==> config.mk <==
export PLATFORM = sky130hd
export DESIGN_NAME = uart_receive
export DESIGN_NICKNAME = d
export VERILOG_FILES = /design/src/rtl/uart_receive.sv
export SDC_FILE = /design/constraint.sdc
export NUM_CORES = 1
export LEC_CHECK = 0
export ABC_CLOCK_PERIOD_IN_PS = 3100
export CAP_MARGIN = 20
export CORE_MARGIN = 3
export CORE_UTILIZATION = 39
export CTS_CLUSTER_SIZE = 12
export DETAILED_ROUTE_END_ITERATION = 12
export PLACE_DENSITY = 0.69
export RECOVER_POWER = 50
export SKIP_CTS_REPAIR_TIMING = 1
export SYNTH_ARGS = -nofsm -noshare
export SYNTH_HDL_FRONTEND = slang
export SYNTH_SLANG_ARGS = --single-unit
==> constraint.sdc <==
create_clock -name i_clk -period 3.1 [get_ports i_clk]
set_input_delay 0.775 -clock i_clk [delete_from_list [all_inputs] [get_ports i_clk]]
set_output_delay 0.775 -clock i_clk [all_outputs]
set_load 0.05 [all_outputs]
==> src/rtl/uart_receive.sv <==
// rtl/uart_receive.sv - 8N1-style UART receiver with mid-bit sampling and stop-bit error strobe
module uart_receive #(
    parameter int data_bits    = 8,
    parameter int clks_per_bit = 16
) (
    input  logic                 i_clk,
    input  logic                 i_rst,
    input  logic                 rx,
    output logic [data_bits-1:0] rx_data,
    output logic                 rx_valid,
    output logic                 rx_frame_err,
    output logic                 rx_busy
);

    localparam int CW = $clog2(clks_per_bit);
    localparam logic [CW-1:0] FULL_M1  = CW'(clks_per_bit - 1);
    localparam logic [CW-1:0] HALF_M1  = CW'(clks_per_bit / 2 - 1);
    localparam logic [3:0]    LAST_BIT = 4'(data_bits - 1);

    typedef enum logic [2:0] {
        S_IDLE  = 3'd0,
        S_START = 3'd1,
        S_DATA  = 3'd2,
        S_STOP  = 3'd3,
        S_BREAK = 3'd4
    } state_t;

    state_t                state_q, state_d;
    logic                  s1_q, s2_q;
    logic [CW-1:0]         baud_q, baud_d;
    logic [3:0]            bit_q, bit_d;
    logic [data_bits-1:0]  shift_q, shift_d;
    logic [data_bits-1:0]  data_q, data_d;
    logic                  valid_q, valid_d;
    logic                  ferr_q, ferr_d;

    always_ff @(posedge i_clk) begin
        if (!i_rst) begin
            s1_q    <= 1'b1;
            s2_q    <= 1'b1;
            state_q <= S_IDLE;
            baud_q  <= '0;
            bit_q   <= '0;
            shift_q <= '0;
            data_q  <= '0;
            valid_q <= 1'b0;
            ferr_q  <= 1'b0;
        end else begin
            s1_q    <= rx;
            s2_q    <= s1_q;
            state_q <= state_d;
            baud_q  <= baud_d;
            bit_q   <= bit_d;
            shift_q <= shift_d;
            data_q  <= data_d;
            valid_q <= valid_d;
            ferr_q  <= ferr_d;
        end
    end

    always_comb begin
        state_d = state_q;
        baud_d  = baud_q;
        bit_d   = bit_q;
        shift_d = shift_q;
        data_d  = data_q;
        valid_d = 1'b0;
        ferr_d  = 1'b0;
        case (state_q)
            S_IDLE: begin
                if (!s2_q) begin
                    state_d = S_START;
                    baud_d  = '0;
                end
            end
            S_START: begin
                // Half a bit in, a real start bit must still read low.
                if (baud_q == HALF_M1) begin
                    baud_d = '0;
                    if (s2_q) begin
                        state_d = S_IDLE;
                    end else begin
                        state_d = S_DATA;
                        bit_d   = '0;
                    end
                end else begin
                    baud_d = baud_q + CW'(1);
                end
            end
            S_DATA: begin
                if (baud_q == FULL_M1) begin
                    baud_d = '0;
                    for (int i = 0; i < data_bits; i++) begin
                        if (bit_q == 4'(i)) shift_d[i] = s2_q;
                    end
                    if (bit_q == LAST_BIT) begin
                        state_d = S_STOP;
                    end else begin
                        bit_d = bit_q + 4'd1;
                    end
                end else begin
                    baud_d = baud_q + CW'(1);
                end
            end
            S_STOP: begin
                if (baud_q == FULL_M1) begin
                    baud_d = '0;
                    if (s2_q) begin
                        data_d  = shift_q;
                        valid_d = 1'b1;
                        state_d = S_IDLE;
                    end else begin
                        ferr_d  = 1'b1;
                        state_d = S_BREAK;
                    end
                end else begin
                    baud_d = baud_q + CW'(1);
                end
            end
            S_BREAK: begin
                // A held-low line yields one error, then waits for idle.
                if (s2_q) state_d = S_IDLE;
            end
            default: state_d = S_IDLE;
        endcase
    end

    assign rx_data      = data_q;
    assign rx_valid     = valid_q;
    assign rx_frame_err = ferr_q;
    assign rx_busy      = (state_q != S_IDLE);

endmodule
-- After elaboration in Yosys (flattened, before gate mapping)
Cells that the tools add are included.
- register bits after elaboration: 31
- bits of input ports: 3
- output and inout bits: 11
- logic and storage cells: 77
- add/subtract/negate cells: 2
- equality and inequality tests: 21
- mux-type cells: 19
- reduce and logical (&&, ||, !) cells: 19
- operator list (cell ; number):
    $reduce_and 3->1 ; 10
    $mux 4 ; 6
    $mux 3 ; 7
    $eq 4x3->1 const B ; 5
    $ne 2x2->1 const B ; 8
    $pmux 3 s5 ; 1
    $pmux 4 s3 ; 1
    $add 4x1->4 const B ; 2
    $eq 4x2->1 const B ; 2
    $pmux 4 s2 ; 1
    $eq 3x2->1 const B ; 2
    $reduce_and 6->1 ; 1
    $reduce_bool 3->1 ; 2
    $reduce_and 5->1 ; 1
    $eq 4x1->1 const B ; 1
    $eq 4x4->1 const B ; 1
    $logic_not 4->1 ; 1
    $eq 3x1->1 const B ; 1
    $eq 3x3->1 const B ; 1
    $logic_not 3->1 ; 1
    $mux 1 ; 2
    $mux 2 ; 1
    $reduce_and 2->1 ; 1
    $reduce_bool 2->1 ; 1
    $reduce_or 2->1 ; 1

-- Logic depth before layout (Yosys ltp)
Gate-level depths: netlist of the first run.
- depth after elaboration: 4
- gate-level depth with buffers: 6
- gate-level depth less buffers: 5

-- Worst setup path before layout of the first run
No wires, ideal clock.
- path kind: register to output
- from: register state_q[2]
- to: output rx_busy
- arrival time: 1209 ps
- data required time: 2325 ps
- path slack: 1116 ps
- stages on the path, launching flop included: 4
- path buffers: 2
- cell sequence: dfxtp_1 buf_2 clkbuf_1 or3_1
- word-level cells in the longest chain between the ends: 1
- ends and longest elaborated chain (what ; line ; text):
    start, declared ; 28 ; state_t state_q, state_d;
    start signal, assigned ; 51 ; state_q <= state_d;
    $reduce_bool 3->1 ; 131 ; assign rx_busy = (state_q != S_IDLE);
    end, declared ; 12 ; output logic rx_busy
Every way passes these cells.

-- Final worst setup path of the first run
Ends and elaborated chain as after synthesis.

==> results of run 1 <==
==> cell usage in the layout, fill, tap and decap left out, types with 3 or more instances in the layout <==
cell type / n
sky130_fd_sc_hd__a21oi_1: 12
sky130_fd_sc_hd__clkbuf_8: 6
sky130_fd_sc_hd__clkdlybuf4s50_1: 12
sky130_fd_sc_hd__dfxtp_1: 31
sky130_fd_sc_hd__ha_1: 5
sky130_fd_sc_hd__inv_1: 3
sky130_fd_sc_hd__mux2i_1: 17
sky130_fd_sc_hd__nand2b_1: 3
sky130_fd_sc_hd__nand4_1: 10
sky130_fd_sc_hd__nor2_1: 27
sky130_fd_sc_hd__o21ai_0: 5
sky130_fd_sc_hd__o31ai_1: 3
sky130_fd_sc_hd__or4_1: 3
sky130_fd_sc_hd__xnor2_1: 3
==> layout make-up <==
type | count | area (sq um)
Timing Repair Buffer | 15 | 145
Fill cell | 340 | 1760
Sequential cell | 31 | 621
Clock inverter | 2 | 35.0
Tap cell | 46 | 57.6
Multi-Input combinational cell | 117 | 810
Inverter | 3 | 11.3
Clock buffer | 6 | 82.6
==> power breakdown <==
group          leakage [nW]  internal (W)  switching [W]
Sequential            0.250      0.000414      0.0000285
Clock                0.0612      0.000260       0.000148
Combinational         0.419     0.0000980       0.000147
Total                 0.730      0.000772       0.000323
==> metal layers <==
metal,vias to the layer above,global-route usage (%)
li1,614,-
met1,574,18.4
met2,25,23.5
met3,5,4.43
met4,0,4.47
met5,-,0
==> per-stage QoR <==
stage          cell area [sq um]  power [W]
2_1_floorplan               1500   0.000640
3_3_place_gp                1640   0.000678
3_5_place_dp                1640   0.000693
4_1_cts                     1760    0.00110
5_1_grt                     1760    0.00115
6_report                    1760    0.00110
==> worst max-delay path by stage <==
stage / from / endpoint / slack [ps]
3_3_place_gp: state_q[2] / rx_busy / 730
4_1_cts: state_q[2] / rx_busy / 360
5_1_grt: state_q[2] / rx_busy / 300
6_report: state_q[2] / rx_busy / 370
2_1_floorplan: state_q[2] / rx_busy / 1120
3_5_place_dp: state_q[2] / rx_busy / 670
==> logic make-up after synthesis <==
group	share of synthesized area, %
compound gates	13.6
xor+xnor	1.75
fa+ha+maj	4.18
buf+inv	4.51
flops	41.4
mux	12.1
simple gates	22.4
==> sequential cells by signal (all words and copies together) (netlist names) <==
register	cells
shift_q	8
rx_valid	1
baud_q	4
state_q	3
rx_data	8
s1_q	1
s2_q	1
bit_q	4
rx_frame_err	1
==> results by group, run 1 <==
CTS
  – Latest clock arrival within the worst-skew pair: approximately 280 ps
  – Clock-pin slew on the worst setup and hold paths: ~70 ps
  – CTS Buf Count: 5
  – Number of buffers on the longest clock path: 2
  – TritonCTS clock tree: done
  – CTS root buffer: sky130_fd_sc_hd__clkbuf_8
  – Htree depth: 2
  – Sink count of the clock tree: 31

Layout
  – Final core utilization: 50.0%
  – Non-filler cells in the finished layout: 220
  – Final net count: about 180
  – ANT cells: 0
  – Area grow syn2layout: 17.6%
  – Share of layout cells above drive strength 1: a little under a tenth

Place
  – Cell count after placement: approximately 210
  – Pre-CTS WS: ~670 ps
  – DP Wirelength: around 2000 um
  – Number of buffers added on ports: 13
  – Last weighted congestion value of the routability-driven placer: ~0.85

Detailed routing
  – Routed wire length: slightly below 3000 um
  – Routed length on met1: about 1300 um
  – Met3 wire length: roughly 120 um
  – Via density: 5.54
  – Vias post-DR: ~1,200
  – 1st-iter DRT viols: between 150 and 200
  – DRT Pass-1 Iters: 4
  – Topmost layer with routed signal wires: met4
  – DRC violation count after routing: 0
  – Routed length per instance: ~13 um
  – Routed length on met2: around 1400 um
  – Number of nets with antenna violations after detailed routing: 0

STA
  – RSZ-0062 raised after global routing: no
  – Final Hold Vio Count: 0
  – PnR worst setup slack: 369 ps
  – Worst slew slack as a fraction of its limit: 42.6%
  – Post-route clock skew: roughly 5.5 ps
  – Period Utilization, post-route: about nine tenths
  – Final hold slack: 412 ps
  – Number of pins exceeding their max-slew limit in the final report: 0
  – Setup Total Neg Slack: 0 ps
  – Worst-Margin Slew: 859 ps
  – Time the worst path needs with I/O delays and setup: 2730 ps
  – Total setup violations reported at the end of the flow: 0
  – Achievable frequency: ~0.37 GHz

Worst setup path
  – Crit-path cells: or3_1 > clkdlybuf4s50_1
  – Kind of critical path: register to output port
  – R2r startpoint: baud_q[0]
  – Destination of the worst register-to-register timing path: rx_data[4]
  – Kind of cell with the highest combined delay on the critical path: buffers and inverters
  – Type of element capturing the critical path: output port
  – Instance count on the critical path: 2
  – Number of buffer and inverter instances along the worst setup path: 1
  – Biggest cell delay along the critical path: 790 ps
  – Worst-path fanout max: 17
  – Data required time at the worst endpoint: 2320 ps
  – Category of the worst setup path launch point: register
  – Crit path DAT: 1960 ps
  – Slowest CP cell: sky130_fd_sc_hd__clkdlybuf4s50_1
  – Reg2Reg Depth: 5
  – Worst setup slack for register-to-register paths: 1100 ps

Logic synthesis
  – Count of yosys warnings during synthesis: 0
  – Post-synth cell types: 40
  – Number of enable flip-flop cells after synthesis: 0
  – Leading cell type by number of instances after synthesis: sky130_fd_sc_hd__dfxtp_1
  – Net Count, Synth: between 150 and 200
  – Top-area cell type share of the netlist area: roughly two fifths
  – Flip-flop and latch count after synthesis: 31
  – Area leader, netlist: sky130_fd_sc_hd__dfxtp_1
  – Post-synthesis async set-or-reset flop share: 0%
  – Cell Area, Synth: around 1500 sq um
  – Main flop type after synthesis: sky130_fd_sc_hd__dfxtp_1
  – Avg Synthesized Cell Area: about 9 sq um
  – Register area share after synthesis: about two fifths
  – Synth top cells by count: 31 x sky130_fd_sc_hd__dfxtp_1, 27 x sky130_fd_sc_hd__nor2_1, 17 x sky130_fd_sc_hd__mux2i_1, 12 x sky130_fd_sc_hd__a21oi_1, 10 x sky130_fd_sc_hd__nand4_1
  – Synthesized instance count: approximately 160
  – Leading cell types by total area after synthesis: sky130_fd_sc_hd__dfxtp_1 41%, sky130_fd_sc_hd__mux2i_1 11%, sky130_fd_sc_hd__nor2_1 6.8%

Worst hold path
  – Min-Delay Endpoint: s2_q
  – Startpoint of the lowest-slack hold path: s1_q
  – Worst min-delay path class: register to register
  – Number of cells traversed by the worst hold path: 1

Power and ir drop
  – Leakage: 0.730 nW
  – Worst-case vdd ir drop: around 0.34 mV
  – Pwr dens: between 600 and 700 nW/um^2

Floorplanning
  – I/O pins: 14
  – Core outline area: around 3500 sq um
  – Die Span Y: between 60 and 70 um
  – Site row count: 21
  – Horizontal die dimension: 68.0 um
  – Effective utilization at floorplan: between 40% and 50%
  – Area of the die: between 4000 and 5000 sq um

Global route
  – GRT Resource Usage Total: between 10 and 15%
  – Vias in the first global route: 1,173
  – Grt ovf: 0
  – First-pass GRT wire length: roughly 5100 um
  – Number of antenna violations at the first check in global routing: 0
  – Pin count of the biggest net entering global routing: 30

Flow run
  – Maximum capacitance violations: 0

Run status
  – Run status: completed
(Power assumes the default switching activity.)
==> run 2: changes to the inputs <==
- TNS_END_PERCENT: unset -> 100
==> results of run 2 <==
The final DEF is identical to that of run 1; final timing and power are the same.
==> edit 1 (config.mk and constraints of run 2) <==
Change the parameter `data_bits` from 8 to 12.
--- a/src/rtl/uart_receive.sv
+++ b/src/rtl/uart_receive.sv
@@ -2,3 +2,3 @@
 module uart_receive #(
-    parameter int data_bits    = 8,
+    parameter int data_bits    = 12,
     parameter int clks_per_bit = 16
Interface: changed (resized rx_data); port bits go from 14 to 18. No check against the original RTL was run, so the function may have changed too.
==> edit 1 against run 2 <==
- synthesized area is 20% higher
- highest routed layer unchanged
- non-clock buffer count is 5 higher
- sequential cell count is 8 higher
- routed wire length is 18% higher
- via count is 14% higher
- synthesized cell count is 19% higher
- register-to-register slack worse by 130 ps
- setup slack worse by 18 ps
- critical path type unchanged
- final area is 17% higher
Power is not compared: it rests on default switching activity, and its combinational part moved more than twofold at a synthesized area within 25%.
==> edit 1: results (changes against run 2) <==
* Worst IR Drop VDD at 0.0002146 V
* Worst-Skew Late Latency at 290 ps
* Synth Area in XOR/XNOR at 0.9743% (was 1.754%)
* Critical-path top delay cell: clkdlybuf4s50_1 (unchanged)
* Multiplexer area fraction after synthesis at 10.02% (was 12.11%)
* Total GRT Usage at 14.64% (was 14.51%)
* GPL Wtd Cong at 0.7750 (was 0.8500)
* Worst r2r path cells at 4 (was 5)
* Slew Limit Headroom at 33.43% (was 42.64%)
* Post-synthesis average cell area at 9.268 um2 (was 9.188 um2)
* Vias at 1391 (was 1218)
* Hold Path Class: reg -> reg (unchanged)
* Asr flop ratio synth at 0% (unchanged)
* Hold depth at 1 (unchanged)
* Yosys warnings at 0 (unchanged)
* Port Buffers at 17 (was 13)
* Vias in the first global route at 1260 (was 1173)
* NumNets Final at 216 (was 181)
* CP max FO at 15 (was 17)
* Pin count of the biggest net entering global routing at 23 (was 30)
* DRT Pass-1 Iters at 4 (unchanged)
* Clk_skew at 4.154 ps (was 5.529 ps)
* First-pass GRT wire length at 6099 um (was 5126 um)
* Mapped Nets at 202 (was 171)
* Vias per cell at 5.330 (was 5.536)
* # H-tree levels at 2 (unchanged)
* Status: finished, final reports clean (unchanged)
* Dpl hpwl at 2364 um (was 1987 um)
* Clock root cell: clkbuf_8 (unchanged)
* Synth unique cells at 41 (was 40)
* Post-synth top cells: dfxtp_1 (39), nor2_1 (25), mux2i_1 (18), nand2_1 (13), nand3_1 (11) (was dfxtp_1 (31), nor2_1 (27), mux2i_1 (17), a21oi_1 (12), nand4_1 (10))
* Clock slew at reported path FFs at 80 ps
* Post-synthesis compound-gate area fraction at 14.27% (was 13.62%)
* Top cells by area, synth: dfxtp_1 (43%), mux2i_1 (10%), nor2_1 (5.2%) (was dfxtp_1 (41%), mux2i_1 (11%), nor2_1 (6.8%))
* Adder-Cell Fraction of Synth Area at 3.479% (was 4.177%)
* Initial DRC count at 55 (was 158)
* DRT Wirelength at 3455 um (was 2924 um)
* Placed insts at 253 (was 212)
* Share of cells above drive strength 1 at 7.656% (was 9.195%)
* Crit path largest cell delay at 800 ps
* Sequential-to-total area share from yosys stat at 43.42% (was 41.44%)
[edit 1: cell count changes after synthesis, sizes merged, moves of 3 or more]
cell    change
a21oi       -8
dfxtp       +8
nand2      +11
nand3      +10
o211ai      +9
o21ai       -3
o31ai       +6
or4         -3
[edit 1: worst paths after layout]
path	start	to	slack, ps
max	state_q[2]	rx_busy	350
min	s1_q	s2_q	430
max reg2reg	baud_q[3]	rx_data[3]	970
min reg2reg	s1_q	s2_q	430
[edit 1: per-layer routing]
layer	up-vias	wire length, um	GRT usage (%)
li1	720	-	-
met1	636	1712	19.27
met2	32	1561	22.64
met3	3	148	4.378
met4	0	32	5.433
met5	-	0	0
[edit 1: metrics by stage]
step                      worst slack (ps)  instance area (um2)  total power [uW]  util [%]  hold WS, ps
after floorplan                       1248                 1798             568.4         -        386.3
after global placement               672.5                 1983             582.1     44.93        396.6
after global routing                 203.2                 2058             948.8     46.63        453.9
after CTS                            345.2                 2068             919.9     46.85        424.5
after detailed placement             671.0                 1983             583.3     44.93        394.9
final                                350.4                 2058             906.3     46.63        426.9
[edit 1: cells by family (layout without fill, tap and decap cells)]
family / after synthesis / after routing
compound gates: 35 / 35
xor+xnor: 2 / 2
fa+ha+maj: 5 / 5
buf+inv: 17 / 32
flops: 39 / 39
mux: 18 / 18
simple gates: 78 / 78
[edit 1: cell type report]
class                           count  area, um2
Inverter                            4      15.01
Sequential cell                    39      780.7
Multi-Input combinational cell    138      923.4
Fill cell                         421       2356
Clock buffer                        6      72.57
Timing Repair Buffer               20      188.9
Tap cell                           52      65.06
Clock inverter                      2      12.51
[edit 1: power breakdown]
part	internal [uW]	switching (uW)
clock	157	179
sequential	505	6.57
combinational	21.5	36.9
total	684	223
==> edit 2 (flow settings as in run 2) <==
Without the edit above. Reset style: asynchronous (`i_rst`), changed in one clocked block.
--- a/src/rtl/uart_receive.sv
+++ b/src/rtl/uart_receive.sv
@@ -36,3 +36,3 @@
 
-    always_ff @(posedge i_clk) begin
+    always_ff @(posedge i_clk or negedge i_rst) begin
         if (!i_rst) begin
Function: differs if i_rst is asserted again (counterexample within 4 cycles, from zero or initial values and one cycle with i_rst low); with i_rst held inactive, the same outputs for 10 cycles.
==> edit 2 against run 2 <==
- the flow now finishes with violations (max-capacitance violations, max-slew violations)
- power increased by 9.1%
- fmax increased by 1.9%
- count of clock-buffer cells in the layout increased by 1
- routed wire length decreased by 14%
- final area about the same
- synthesized area increased by 0.75%
- sequential power increased by 22%
- global-route usage decreased by 0.86 points
- setup slack improved by 51 ps
- first-iteration DRC count decreased by 63%
- register-to-register slack improved by 200 ps
- via count decreased by 16%
- sequential cell count unchanged
- critical path type unchanged
- largest cell class is now sequential cells
==> edit 2: results (changes against run 2) <==
* Routed WL per cell at 12.71 um (was 13.29 um)
* Switching Fraction at 36.02% (was 29.50%)
* Post-synth top cells: dfrtp_1 (29), nand2_1 (17), mux2_1 (10), o21ai_0 (7) (was dfxtp_1 (31), nor2_1 (27), mux2i_1 (17), a21oi_1 (12), nand4_1 (10))
* Comb. pwr at 363 uW (was 245 uW)
* Top FF cell, synth: dfrtp_1 (was dfxtp_1)
* Worst IR Drop VDD at 0.0002729 V (was 0.0003430 V)
* Met1 WL at 1142 um (was 1334 um)
* Share of cells above drive strength 1 at 13.82% (was 9.195%)
* CTS Buf Count at 5 (unchanged)
* Initial antenna violation count at 0 (unchanged)
* Failing checks: max-capacitance violations, max-slew violations
* Post-synthesis compound-gate area fraction at 9.453% (was 13.62%)
* Dpl hpwl at 1868 um (was 1987 um)
* Sequential-to-total area share from yosys stat at 51.58% (was 41.44%)
* M1 GR Usage at 15.98% (was 18.45%)
* Vias per cell at 5.146 (was 5.536)
* Adder-Cell Fraction of Synth Area at 4.146% (was 4.177%)
* Total of max-cap violations at 1 (was 0)
* Slew Limit Headroom at -5.863% (was 42.64%)
* Cell Count, Final, Fillers Out at 198 (was 220)
* Mapped Nets at 142 (was 171)
* Final number of max-transition violations at 32 (was 0)
* First-pass GRT wire length at 4581 um (was 5126 um)
* CP max FO at 15 (was 17)
* Synth unique cells at 36 (was 40)
* Clock slew at reported path FFs at 50 ps (was 70 ps)
* Clk_skew at 4.562 ps (was 5.529 ps)
* Critical Path AT at 1910 ps (was 1960 ps)
* Leak pwr at 0.0008056 uW (was 0.0007304 uW)
* GR Util met2 at 21.18% (was 23.47%)
* Synth Area in XOR/XNOR at 0% (was 1.754%)
* Port Buffers at 13 (unchanged)
* Status: finished, violations left (was finished, final reports clean)
* Total GRT Usage at 13.65% (was 14.51%)
* GPL Wtd Cong at 0.8356 (was 0.8500)
* Clock root cell: clkbuf_8 (unchanged)
* Tot Pwr at 1195 uW (was 1095 uW)
* Met3 routed WL at 90 um (was 123 um)
* Max Root-Sink Buffers at 2 (unchanged)
* Asr flop ratio synth at 100.0% (was 0%)
* Placed insts at 190 (was 212)
* Top cells by area, synth: dfrtp_1 (48%), mux2_1 (7.5%), mux2_2 (4.5%) (was dfxtp_1 (41%), mux2i_1 (11%), nor2_1 (6.8%))
* Pin count of the biggest net entering global routing at 32 (was 30)
* Initial DRC count at 58 (was 158)
* Pre-CTS WS at 711.9 ps (was 672.3 ps)
* Multiplexer area fraction after synthesis at 13.93% (was 12.11%)
* Syn Inst Count at 134 (was 163)
* Top cell type's share of synthesized area at 48.09% (was 41.44%)
* NumNets Final at 159 (was 181)
* Vias in the first global route at 1018 (was 1173)
* Dpl cell area at 1683 um2 (was 1644 um2)
* Met3 usage at 4.433% (unchanged)
* Met2 wire length at 1173 um (was 1425 um)
* Flop+latch power at 539 uW (was 443 uW)
-- edit 2: cell type report --
class	instances	area [um2]
Clock buffer	7	76.32
Clock inverter	1	5.005
Fill cell	325	1760
Inverter	6	22.52
Multi-Input combinational cell	93	686.9
Sequential cell	31	778.2
Tap cell	46	57.56
Timing Repair Buffer	14	133.9
-- edit 2: kinds of logic after synthesis --
family	after synthesis
AOI/OAI and AO/OA	21
buffers and inverters	10
muxes	19
DFF	31
and+or+nand+nor	48
adders and majority gates	5
-- edit 2: final timing paths --
path | start | depth (start not counted) | slack [ps] | to
min | s1_q | 0 | 360 | s2_q
min reg2reg | s1_q | 0 | 360 | s2_q
max in group asynchronous | i_rst | 2 | 760 | state_q[1]
min in group asynchronous | i_rst | 2 | 1420 | rx_data[2]
max reg2reg | baud_q[0] | 5 | 1300 | bit_q[3]
max | state_q[2] | 2 | 420 | rx_busy
-- edit 2: critical path, stage by stage (launching register included) --
cell and delay (ps):
dfrtp_1 540, or3_1 370, clkdlybuf4s50_1 710
